`src/rtl/eq_scoreboard.sv`:
```
// In-order equivalence checker: queues expected values and compares them against actual values.
// Define EQ_SCOREBOARD_ASSERT_EN to compile a concurrent assertion on prop.
module eq_scoreboard #(
    parameter int WIDTH   = 8,
    parameter int DEPTH   = 4,
    parameter int MAX_LAT = 7
) (
    input  logic                     clk,
    input  logic                     reset,
    input  logic                     exp_valid,
    input  logic [WIDTH-1:0]         exp_data,
    input  logic                     act_valid,
    input  logic [WIDTH-1:0]         act_data,
    output logic                     match_pulse,
    output logic                     err,
    output logic [2:0]               err_code,
    output logic [$clog2(DEPTH):0]   pending,
    output logic [15:0]              match_count,
    output logic                     prop
);

    localparam int PW = $clog2(DEPTH);
    localparam int CW = PW + 1;
    localparam int AW = $clog2(MAX_LAT + 1);

    typedef enum logic [2:0] {
        CODE_NONE      = 3'd0,
        CODE_MISMATCH  = 3'd1,
        CODE_UNDERFLOW = 3'd2,
        CODE_OVERFLOW  = 3'd3,
        CODE_TIMEOUT   = 3'd4
    } err_code_t;

    // Highest-priority cause among errors detected in the same cycle.
    function automatic logic [2:0] first_cause(input logic mm, input logic uf,
                                               input logic of, input logic to);
        if (mm)      return CODE_MISMATCH;
        else if (uf) return CODE_UNDERFLOW;
        else if (of) return CODE_OVERFLOW;
        else if (to) return CODE_TIMEOUT;
        else         return CODE_NONE;
    endfunction

    function automatic logic [15:0] sat_inc(input logic [15:0] v);
        return (v == 16'hFFFF) ? v : v + 16'd1;
    endfunction

    logic [WIDTH-1:0] mem [DEPTH];
    logic [PW-1:0]    wr_ptr, rd_ptr;
    logic [CW-1:0]    count;
    logic [AW-1:0]    age;

    logic             empty_p0, full_p0;
    logic             bypass_p0, pop_p0, push_p0;
    logic             vld_p0, cmp_eq_p0;
    logic [WIDTH-1:0] cmp_data_p0;
    logic             mm_p0, uf_p0, of_p0, to_p0, any_err_p0;
    logic [2:0]       cause_p0;

    // Stage p0: decode queue operation and compare against the head (or bypass).
    always_comb begin
        empty_p0    = (count == '0);
        full_p0     = (count == CW'(DEPTH));
        bypass_p0   = empty_p0 && exp_valid && act_valid;
        pop_p0      = act_valid && !empty_p0;
        push_p0     = exp_valid && !bypass_p0 && (!full_p0 || act_valid);
        vld_p0      = bypass_p0 || pop_p0;
        cmp_data_p0 = bypass_p0 ? exp_data : mem[rd_ptr];
        cmp_eq_p0   = (cmp_data_p0 == act_data);
        mm_p0       = vld_p0 && !cmp_eq_p0;
        uf_p0       = act_valid && !exp_valid && empty_p0;
        of_p0       = exp_valid && !act_valid && full_p0;
        to_p0       = !empty_p0 && !pop_p0 && (age == AW'(MAX_LAT - 1));
        any_err_p0  = mm_p0 || uf_p0 || of_p0 || to_p0;
        cause_p0    = first_cause(mm_p0, uf_p0, of_p0, to_p0);
    end

    always_ff @(posedge clk) begin
        if (push_p0)
            mem[wr_ptr] <= exp_data;
    end

    // Stage p1: registered queue state, flags and counters.
    always_ff @(posedge clk) begin
        if (reset) begin
            wr_ptr      <= '0;
            rd_ptr      <= '0;
            count       <= '0;
            age         <= '0;
            match_pulse <= 1'b0;
            err         <= 1'b0;
            err_code    <= CODE_NONE;
            match_count <= '0;
        end else begin
            if (push_p0)
                wr_ptr <= wr_ptr + PW'(1);
            if (pop_p0)
                rd_ptr <= rd_ptr + PW'(1);
            case ({push_p0, pop_p0})
                2'b10:   count <= count + CW'(1);
                2'b01:   count <= count - CW'(1);
                default: count <= count;
            endcase
            if (pop_p0 || empty_p0)
                age <= '0;
            else if (age != AW'(MAX_LAT))
                age <= age + AW'(1);
            match_pulse <= vld_p0 && cmp_eq_p0;
            if (vld_p0 && cmp_eq_p0)
                match_count <= sat_inc(match_count);
            if (any_err_p0) begin
                err <= 1'b1;
                if (!err)
                    err_code <= cause_p0;
            end
        end
    end

    assign pending = count;
    assign prop    = !err;

`ifdef EQ_SCOREBOARD_ASSERT_EN
    prop_a: assert property (@(posedge clk) disable iff (reset) prop);
`else
`endif

endmodule

```
`config.mk`:
```
export PLATFORM = sky130hd
export DESIGN_NAME = eq_scoreboard
export DESIGN_NICKNAME = d
export VERILOG_FILES = /design/src/rtl/eq_scoreboard.sv
export SDC_FILE = /design/constraint.sdc
export NUM_CORES = 1
export LEC_CHECK = 0
export CAP_MARGIN = 40
export CORE_UTILIZATION = 28
export CTS_CLUSTER_DIAMETER = 100
export DETAILED_ROUTE_END_ITERATION = 8
export HOLD_SLACK_MARGIN = 0.15
export SLEW_MARGIN = 5
export SYNTH_ARGS = -nofsm -noshare
export SYNTH_HDL_FRONTEND = slang
export SYNTH_SLANG_ARGS = --single-unit
```
`constraint.sdc`:
```
create_clock -name clk -period 7.16 [get_ports clk]
set_clock_uncertainty 0.2 [all_clocks]
set_input_delay 1.432 -clock clk [delete_from_list [all_inputs] [get_ports clk]]
set_output_delay 1.432 -clock clk [all_outputs]
set_load 0.03 [all_outputs]
```
# --- After elaboration in Yosys (flattened, before gate mapping) ---
# Memory sizes are Yosys's and may differ from the RTL's. A register that Yosys moved wholly into a read port is not among the register bits.
# Index checks and enable logic that the tools add are counted.
totals:
  input_bits: 20
  reg_bits: 31
  n_memories: 1
  ramBits: 32
  out_inout_bits: 25
classes:
  bitwise: 2
  n_addsub: 6
  eq_ne: 7
  reduce_logical: 32
  muxes: 10
memory_table:
  columns: ["memory", "depth", "width", "rd", "rd_clocked_by_memory_dff", "write_ports", "line_no", "text"]
  rows:
  - ["mem", 4, 8, 1, 1, 1, "48", "logic [WIDTH-1:0] mem [DEPTH];"]
op_table:
  columns: ["cell", "n"]
  rows:
  - ["$add A16 B1 Y16 const B", 1]
  - ["$eq A16 B16 Y1 const B", 1]
  - ["$logic_and A1 B1 Y1", 13]
  - ["$mux W3", 4]
  - ["$eq A8 B8 Y1", 1]
  - ["$logic_not A1 Y1", 8]
  - ["$mux W8", 1]
  - ["$add A3 B1 Y3 const B", 2]
  - ["$eq A3 B3 Y1 const B", 2]
  - ["$logic_or A1 B1 Y1", 6]
  - ["$pmux W3 S2", 1]
  - ["$add A2 B1 Y2 const B", 2]
  - ["$mux W2", 2]
  - ["$reduce_and A2 Y1", 2]
  - ["$logic_not A3 Y1", 1]
  - ["$ne A3 B3 Y1 const B", 1]
  - ["$sub A3 B1 Y3 const B", 1]
  - ["$eq A2 B1 Y1 const B", 1]
  - ["$eq A2 B2 Y1 const B", 1]
  - ["$mux W1", 2]
  - ["$not A1 Y1", 2]
  - ["$reduce_bool A2 Y1", 1]
  - ["$reduce_or A2 Y1", 1]

# --- Depth between registers and ports, before layout ---
# Gate-level depths: netlist of the first run.
logic_depth:
  depth_word: 11
  ltp_mapped: 10

# --- Least setup slack after synthesis of the first run ---
# No wires, ideal clock.
synth_path:
  path_type: "input port to flip-flop"
  from: "in act_valid"
  to: "reg count[2], in the netlist pending[2]"
  setup_time_ns: 0.070
  arrival_time_ns: 3.279
  required_time_ns: 6.890
  cell_stages: 10
  setup_slack_ns: 3.610
  path_buffers: 1
  cell_sequence: "clkbuf_1 > xnor2_1 > o31a_1 > inv_1 > ha_1 > inv_1 > fa_1 > xor2_1 > or3_1 > a21oi_1"
synth_via:
  elab_chain_len: 6
synth_lines:
  columns: ["item", "line_no", "text"]
  rows:
  - ["from (decl)", "12", "input logic act_valid,"]
  - ["$logic_and A1 B1 Y1", "64", "bypass_p0 = empty_p0 && exp_valid && act_valid;"]
  - ["$logic_not A1 Y1", "66", "push_p0 = exp_valid && !bypass_p0 && (!full_p0 || act_valid);"]
  - ["$logic_and A1 B1 Y1 (2 in series)", "66", null]
  - ["$eq A2 B1 Y1 / $eq A2 B2 Y1 (equally long branches)", "99", "case ({push_p0, pop_p0})"]
  - ["$pmux W3 S2 / $reduce_bool A2 Y1 (equally long branches)", null, null]
  - ["to (signal assigned)", "100", "2'b10: count <= count + CW'(1);"]
  - ["to (signal assigned)", "101", "2'b01: count <= count - CW'(1);"]
  - ["to (signal assigned)", "102", "default: count <= count;"]
  - ["to (decl)", "50", "logic [CW-1:0] count;"]
# Several ways; a longest one is shown, not always the timed one.
# A chain may end at the register's enable or synchronous reset.

# --- Worst setup path in the final report of the first run ---
layout_path:
  from: "in exp_data[5]"
  to: "reg match_count[13]"
layout_via:
  elab_chain_len: 4
layout_lines:
  columns: ["item", "line_no", "text"]
  rows:
  - ["from (decl)", "11", "input logic [WIDTH-1:0] exp_data,"]
  - ["$mux W8", "68", "cmp_data_p0 = bypass_p0 ? exp_data : mem[rd_ptr];"]
  - ["$eq A8 B8 Y1", "69", "cmp_eq_p0 = (cmp_data_p0 == act_data);"]
  - ["$logic_and A1 B1 Y1", "109", "if (vld_p0 && cmp_eq_p0)"]
  - ["$reduce_and A2 Y1 (no line)", null, null]
  - ["to (signal assigned)", "110", "match_count <= sat_inc(match_count);"]
  - ["to (decl)", "18", "output logic [15:0] match_count,"]
# No other way between the ends.

==> metrics.md, run 1 <==
| Metric | Value |
|---|---|
| Outcome | finished, final reports clean |
| Ys Warns | 0 |
| RSZ-0062 raised after global routing | no |
| Ys async rst share | 0% |
| Overall Global Routing Usage | about an eighth |
| RD Place Congestion | approximately 0.74 |
| Hold path start | match_count[2]$_SDFFE_PP0P_ |
| Worst path arrival time | 3820 ps |
| Worst Setup SP | exp_data[5] |
| Max stage delay on crit path | between 500 and 600 ps |
| Initial Util | between 20 and 30% |
| Tcrit/Tclk final | ~53% |
| Clk pwr share | around 30% |
| Reg2Reg Depth | 6 |
| DRC Markers | 0 |
| FF-to-FF End | match_count[13]$_SDFFE_PP0P_ |
| Yosys top cell by area | edfxtp_1 |
| Syn nets | between 300 and 400 |
| Top-level I/O count | 45 |
| Mapped Area | approximately 3200 sq um |
| Max Slew Vio Count | 0 |
| CP Max Fanout | 12 |
| Reg2Reg Setup Slack | approximately 3700 ps |
| Unique cell type count in the Yosys netlist | 43 |
| Root buf cell | clkbuf_8 |
| Mean routed wirelength per cell | approximately 14 um |
| Syn_area_per_cell | 11.1 sq um |
| Nets | about 360 |
| WHS Path Cells | 2 |
| Crit path buf inv count | 1 |
| Rel. slew slack | 39.7% |
| CTS clk-pin slew, worst paths | about 70 ps |
| Routed wire length | around 6800 um |
| Leak | roughly 1.4 nW |
| Worst skew pair latency | ~340 ps |
| HPWL Detailed | 4840 um |
| Mapped Cells | approximately 280 |
| Placed insts | 458 |
| Hold Vio Cnt, Final | 0 |
| Area fraction of the dominant cell type after synthesis | between 30% and 40% |
| Peak VDD IR | between 0.09 and 0.1 mV |
| Maxcap violations | 0 |
| Combinational power share | 27.7% |
| H-tree levels | 3 |
| Starting DRC count in detailed routing | 73 |
| Worst Setup End Kind | flip-flop |
| CTS tree | done |
| Post-synthesis register bit count | 65 |
| Die Y | approximately 110 um |
| Footprint of the multi-input gates | around 1400 sq um |
| Post-DRT Antenna Nets | 0 |
| Clock period minus worst slack | around 3800 ps |
| FP Rows | 38 |
| Crit Path Class | input pin to flip-flop |
| Aggregate global routing overflow | 0 |
| Required time of the critical path | just over 7000 ps |
| Clock sink count | 65 |
| Critical Path, Cell by Cell | clkdlybuf4s50_1, xor2_1, nor4_1, a21o_1, and2_1, nand3_1, mux2_1 |
| Die Span X | 108 um |
| P_int | a little under 0.0008 W |
| Syn-to-layout area delta | 25.2% |
| PD cells | 291 nW/um^2 |
| Synth area leaders | edfxtp_1, dfxtp_1, mux4_2, nor2_1, ha_1 |
| # fillers | between 1000 and 1500 |
| Global-route wire length before repair | roughly 11000 um |
| Slowest cell on the critical path | nor4_1 |
| TritonCTS buffer count | 9 |
| CP startpoint kind | input pin |
| Hold Crit Endpoint | match_count[2]$_SDFFE_PP0P_ |
| # hold bufs at CTS | 0 |
| Post-synth top flop | dfxtp_1 |
| Deepest clock path buffer count | 2 |
| Finished Layout Cells | around 470 |
| Sequential fraction of the synthesis area | 51.4% |
| First-pass DRT Iterations | 4 |
| Largest net degree at the start of global routing | a little over 40 |
| Storage cell area | about 1600 sq um |
| IO Port Bufs | 44 |
| Die ar. | 11700 sq um |
| Setup TNS | 0 ps |
| Worst-Margin Slew | between 800 and 900 ps |
| Hold Crit Class | flip-flop to flip-flop |
| Post-CTS Resized | 0 |
| Total number of vias | 2274 |
| Sequential power share | between 40% and 50% |
| NetSw | about 0.00037 W |
| Sw frac | between 30% and 40% |
| Layout cells sized above 1 | a little under a tenth |
| Vias in the first global route | 2232 |
| Finish-stage setup viols | 0 |
| Antenna violations before repair | 0 |
| Fmax | approximately 0.26 GHz |
| Ant. Diodes | 0 |
| Post-CTS Setup Repair Bufs | 0 |
| Core Box Area | 10900 sq um |
| DR vias/cell | roughly 4.8 |
| Post-synth EDFFs | 32 |
| CP top delay family | simple AND/OR/NAND/NOR gates |
[layer usage]
layer	track usage, %	part of all wire (%)	wire [um]
met1	15.7	46	3150
met5	0	0	0
met4	6.46	1.7	114
met3	3.07	3.6	244
met2	20.8	48	3290
[state kept, by name, indices dropped and copies added (netlist names), named ones only]
name,count
age,3
err,1
err_code,3
match_count,16
match_pulse,1
mem,32
pending,3
rd_ptr,2
wr_ptr,2
[layout by cell type, fill, tap and decap left out, types with 2 or more instances in the layout]
cell type,count
clkdlybuf4s50_1,44
dfxtp_1,33
nor2_1,32
edfxtp_1,32
nand3_1,16
a21oi_1,15
inv_1,14
xor2_1,12
and3_1,12
xnor2_1,11
nor2b_1,9
mux2_1,9
ha_1,9
clkbuf_8,9
mux4_2,8
and2_1,6
nand4_1,6
or3_1,5
nor3_1,5
o21ai_0,5
nand2_1,4
o31ai_1,4
nor4_1,3
a31o_2,3
o31a_1,2
o21ai_1,2
or4_1,2
bufinv_16,2
clkinv_4,2
clkinvlp_4,2
[area by class of cell]
class,instances,area share (%)
clock inverter,6,2.35
multi-input combinational,194,36.2
clock buffer,10,3.24
inverter,14,1.33
tap,140,4.44
timing repair buffer,45,11.4
sequential,65,41.1
[worst min-delay path: stages (launching register included)]
cell	delay, ps
dfxtp_1	350
o31ai_1	80
a21oi_1	50
[through the flow]
stage	setup slack [ps]	power, W	area (sq um)	hold WS, ps	utilization, %
after CTS	3350	0.00116	3950	327	36.2
after global placement	3030	0.000810	3720	301	34.2
final	3370	0.00115	3950	324	36.2
after detailed placement	2990	0.000815	3720	310	34.2
after global routing	3250	0.00122	3950	364	36.2
after floorplan	3610	0.000721	3150	285	-
[synth_stat cells (2+ instances only)]
| library cell | n |
|---|---|
| a21oi_1 | 15 |
| a31o_2 | 3 |
| and2_1 | 6 |
| and3_1 | 12 |
| clkbuf_1 | 8 |
| dfxtp_1 | 33 |
| edfxtp_1 | 32 |
| ha_1 | 9 |
| inv_1 | 14 |
| mux2_1 | 9 |
| mux4_2 | 8 |
| nand2_1 | 4 |
| nand3_1 | 16 |
| nand4_1 | 6 |
| nor2_1 | 32 |
| nor2b_1 | 9 |
| nor3_1 | 5 |
| nor4_1 | 3 |
| o21ai_0 | 5 |
| o21ai_1 | 2 |
| o31a_1 | 2 |
| o31ai_1 | 4 |
| or3_1 | 5 |
| or4_1 | 2 |
| xnor2_1 | 11 |
| xor2_1 | 12 |
[how the worst max path moves through the flow]
stage	endpoint	slack [ps]	depth (start not counted)
global route	pending[2]$_SDFFE_PP0P_	3250	10
floorplan	pending[2]$_SDFFE_PP0P_	3610	10
finish	match_count[13]$_SDFFE_PP0P_	3370	7
global placement	match_count[8]$_SDFFE_PP0P_	3030	7
detailed placement	match_count[13]$_SDFFE_PP0P_	2990	7
CTS	match_count[13]$_SDFFE_PP0P_	3350	7
[cells by family after synthesis]
group / share of synthesized area (%)
simple gates: 17.7
flops: 51.4
compound gates: 7.70
buf+inv: 3.25
xor+xnor: 6.39
mux: 9.25
fa+ha+maj: 4.21
[power groups by stage]
stage | logic (W) | registers [W] | clock network, W
4_1_cts | 0.000321 | 0.000489 | 0.000351
5_1_grt | 0.000352 | 0.000496 | 0.000369
2_1_floorplan | 0.000231 | 0.000491 | 0
3_3_place_gp | 0.000315 | 0.000495 | 0
6_report | 0.000318 | 0.000488 | 0.000342
3_5_place_dp | 0.000317 | 0.000497 | 0
(Power assumes the default switching activity.)
==> run 2, diff against run 1 <==
- clock period: 7.16 -> 3.45 ns (I/O delays scaled with it)
==> metrics.md, run 2 (same netlist as run 1, synthesis figures left out) <==
| Metric | Value |
|---|---|
| Outcome | finished, final reports clean (unchanged) |
| Overall Global Routing Usage | 12.2% (was 12.8%) |
| Crit Path Class | input pin to flip-flop (unchanged) |
| Layout cells sized above 1 | 11.3% (was 9.28%) |
| Worst path arrival time | 2960 ps (was 3820 ps) |
| Placed insts | 468 (was 458) |
| TritonCTS buffer count | 9 (unchanged) |
| Post-CTS Setup Repair Bufs | 0 (unchanged) |
| Aggregate global routing overflow | 0 (unchanged) |
| HPWL Detailed | 4900 um (was 4840 um) |
| Ant. Diodes | 0 (unchanged) |
| Worst skew pair latency | 340 ps (about the same) |
| Finished Layout Cells | 484 (was 474) |
| PD cells | 570 nW/um^2 (was 291 nW/um^2) |
| Die Span X | 108 um (unchanged) |
| Mean routed wirelength per cell | 13.7 um (was 14.3 um) |
| CTS tree | done (unchanged) |
| Post-CTS Resized | 0 (unchanged) |
| # fillers | 1082 (was 1063) |
| Required time of the critical path | 3480 ps (was 7190 ps) |
| Maxcap violations | 0 (unchanged) |
| Starting DRC count in detailed routing | 96 (was 73) |
| Initial Util | 28.9% (unchanged) |
| Tcrit/Tclk final | about 85% |
| Commonest non-fill, non-tap cell in the layout | clkdlybuf4s50_1 (unchanged) |
| DR vias/cell | 4.76 (was 4.80) |
| CP startpoint kind | input pin (unchanged) |
| Power Total | 0.00227 W (was 0.00115 W) |
| Peak VDD IR | 0.190 mV (was 0.0967 mV) |
| Storage cell area | 1620 sq um (unchanged) |
| Worst-Margin Slew | 509 ps (was 899 ps) |
| Top Registers | mem: 32 flops, match_count: 16 flops (unchanged) |
| Core Box Area | 10900 sq um (unchanged) |
| Syn-to-layout area delta | 26.3% (was 25.2%) |
| RSZ-0062 raised after global routing | no (unchanged) |
| First-pass DRT Iterations | 4 (unchanged) |
| Nets | 369 (was 359) |
| Fmax | ~0.34 GHz |
| Antenna violations before repair | 0 (unchanged) |
| Largest net degree at the start of global routing | 17 (was 41) |
| Die ar. | 11700 sq um (unchanged) |
| Global-route wire length before repair | 11000 um (was 11200 um) |
| Hold Vio Cnt, Final | 0 (unchanged) |
| Hold Crit Class | flip-flop to flip-flop (unchanged) |
| Clock sink count | 65 (unchanged) |
| Setup TNS | 0 ps (unchanged) |
| Commonest cells after routing, fill and taps aside | clkdlybuf4s50_1, dfxtp_1, nor2_1, edfxtp_1, nand3_1 (unchanged) |
| Leak | 1.41 nW (was 1.38 nW) |
| Root buf cell | clkbuf_8 (unchanged) |
| CP Max Fanout | 9 (was 12) |
| CTS clk-pin slew, worst paths | 70 ps (about the same) |
| Finish-stage setup viols | 0 (unchanged) |
| Biggest register | mem (unchanged) |
| Total number of vias | 2305 (was 2274) |
| Deepest clock path buffer count | 2 (unchanged) |
| Top-level I/O count | 45 (unchanged) |
| Rel. slew slack | 65.9% (was 39.7%) |
| H-tree levels | 3 (unchanged) |
| Max Slew Vio Count | 0 (unchanged) |
| Routed wire length | 6650 um (was 6790 um) |
| # hold bufs at CTS | 0 (unchanged) |
| Worst Setup End Kind | flip-flop (unchanged) |
| Util after Layout | 36.6% (was 36.2%) |
| Footprint of the multi-input gates | 1430 sq um (unchanged) |
| Max reg flops | 32 (unchanged) |
| Die Y | 108 um (unchanged) |
| Vias in the first global route | 2248 (was 2232) |
| FP Rows | 38 (unchanged) |
| DRC Markers | 0 (unchanged) |
| Clock period minus worst slack | 2930 ps |
| Post-DRT Antenna Nets | 0 (unchanged) |
| IO Port Bufs | 44 (unchanged) |
| RD Place Congestion | 0.742 (about the same) |
-- run 2: worst paths after layout --
kind,start,to,slack [ps],cells past startpoint
max,exp_data[6],match_count[13]$_SDFFE_PP0P_,520,8
min,match_count[2]$_SDFFE_PP0P_,match_count[2]$_SDFFE_PP0P_,330,2
max reg2reg,flip-flop,match_count[7]$_SDFFE_PP0P_,680,7
min reg2reg,match_count[2]$_SDFFE_PP0P_,match_count[2]$_SDFFE_PP0P_,330,2
-- run 2: metrics by stage --
stage	setup slack [ps]	hold slack (ps)	instance area, sq um
final	517	326	3980
after global routing	315	344	3980
after CTS	468	331	3980
after detailed placement	104	321	3810
after global placement	125	303	3790
after floorplan	642	285	3150
-- run 2: critical path, cell delays in order --
cell,delay (ps)
clkdlybuf4s50_1,490
xor2_1,200
nor4_1,400
buf_4,180
a21o_1,160
and2_1,370
nand3_1,140
mux2_1,320
-- run 2: layer usage --
metal,up-vias,wire (um),share of wire (%),GRT usage [%]
met5,-,0,0,0
met3,7,207,3.1,3.07
met1,1122,3120,47,15.2
met2,34,3240,49,20.4
li1,1142,-,-,-
met4,0,73,1.1,4.40
-- run 2: final cells by class --
cell class	count	area share (%)
Multi-Input combinational cell	194	35.9
Clock buffer	12	3.65
Sequential cell	65	40.7
Timing Repair Buffer	55	13.3
Clock inverter	4	0.692
Tap cell	140	4.40
Inverter	14	1.32
-- run 2: power by group --
part / total (W) / internal, W / switching, W
Combinational: 0.000711 / 0.000326 / 0.000385
Clock: 0.000573 / 0.000281 / 0.000292
Sequential: 0.000985 / 0.000909 / 0.0000756
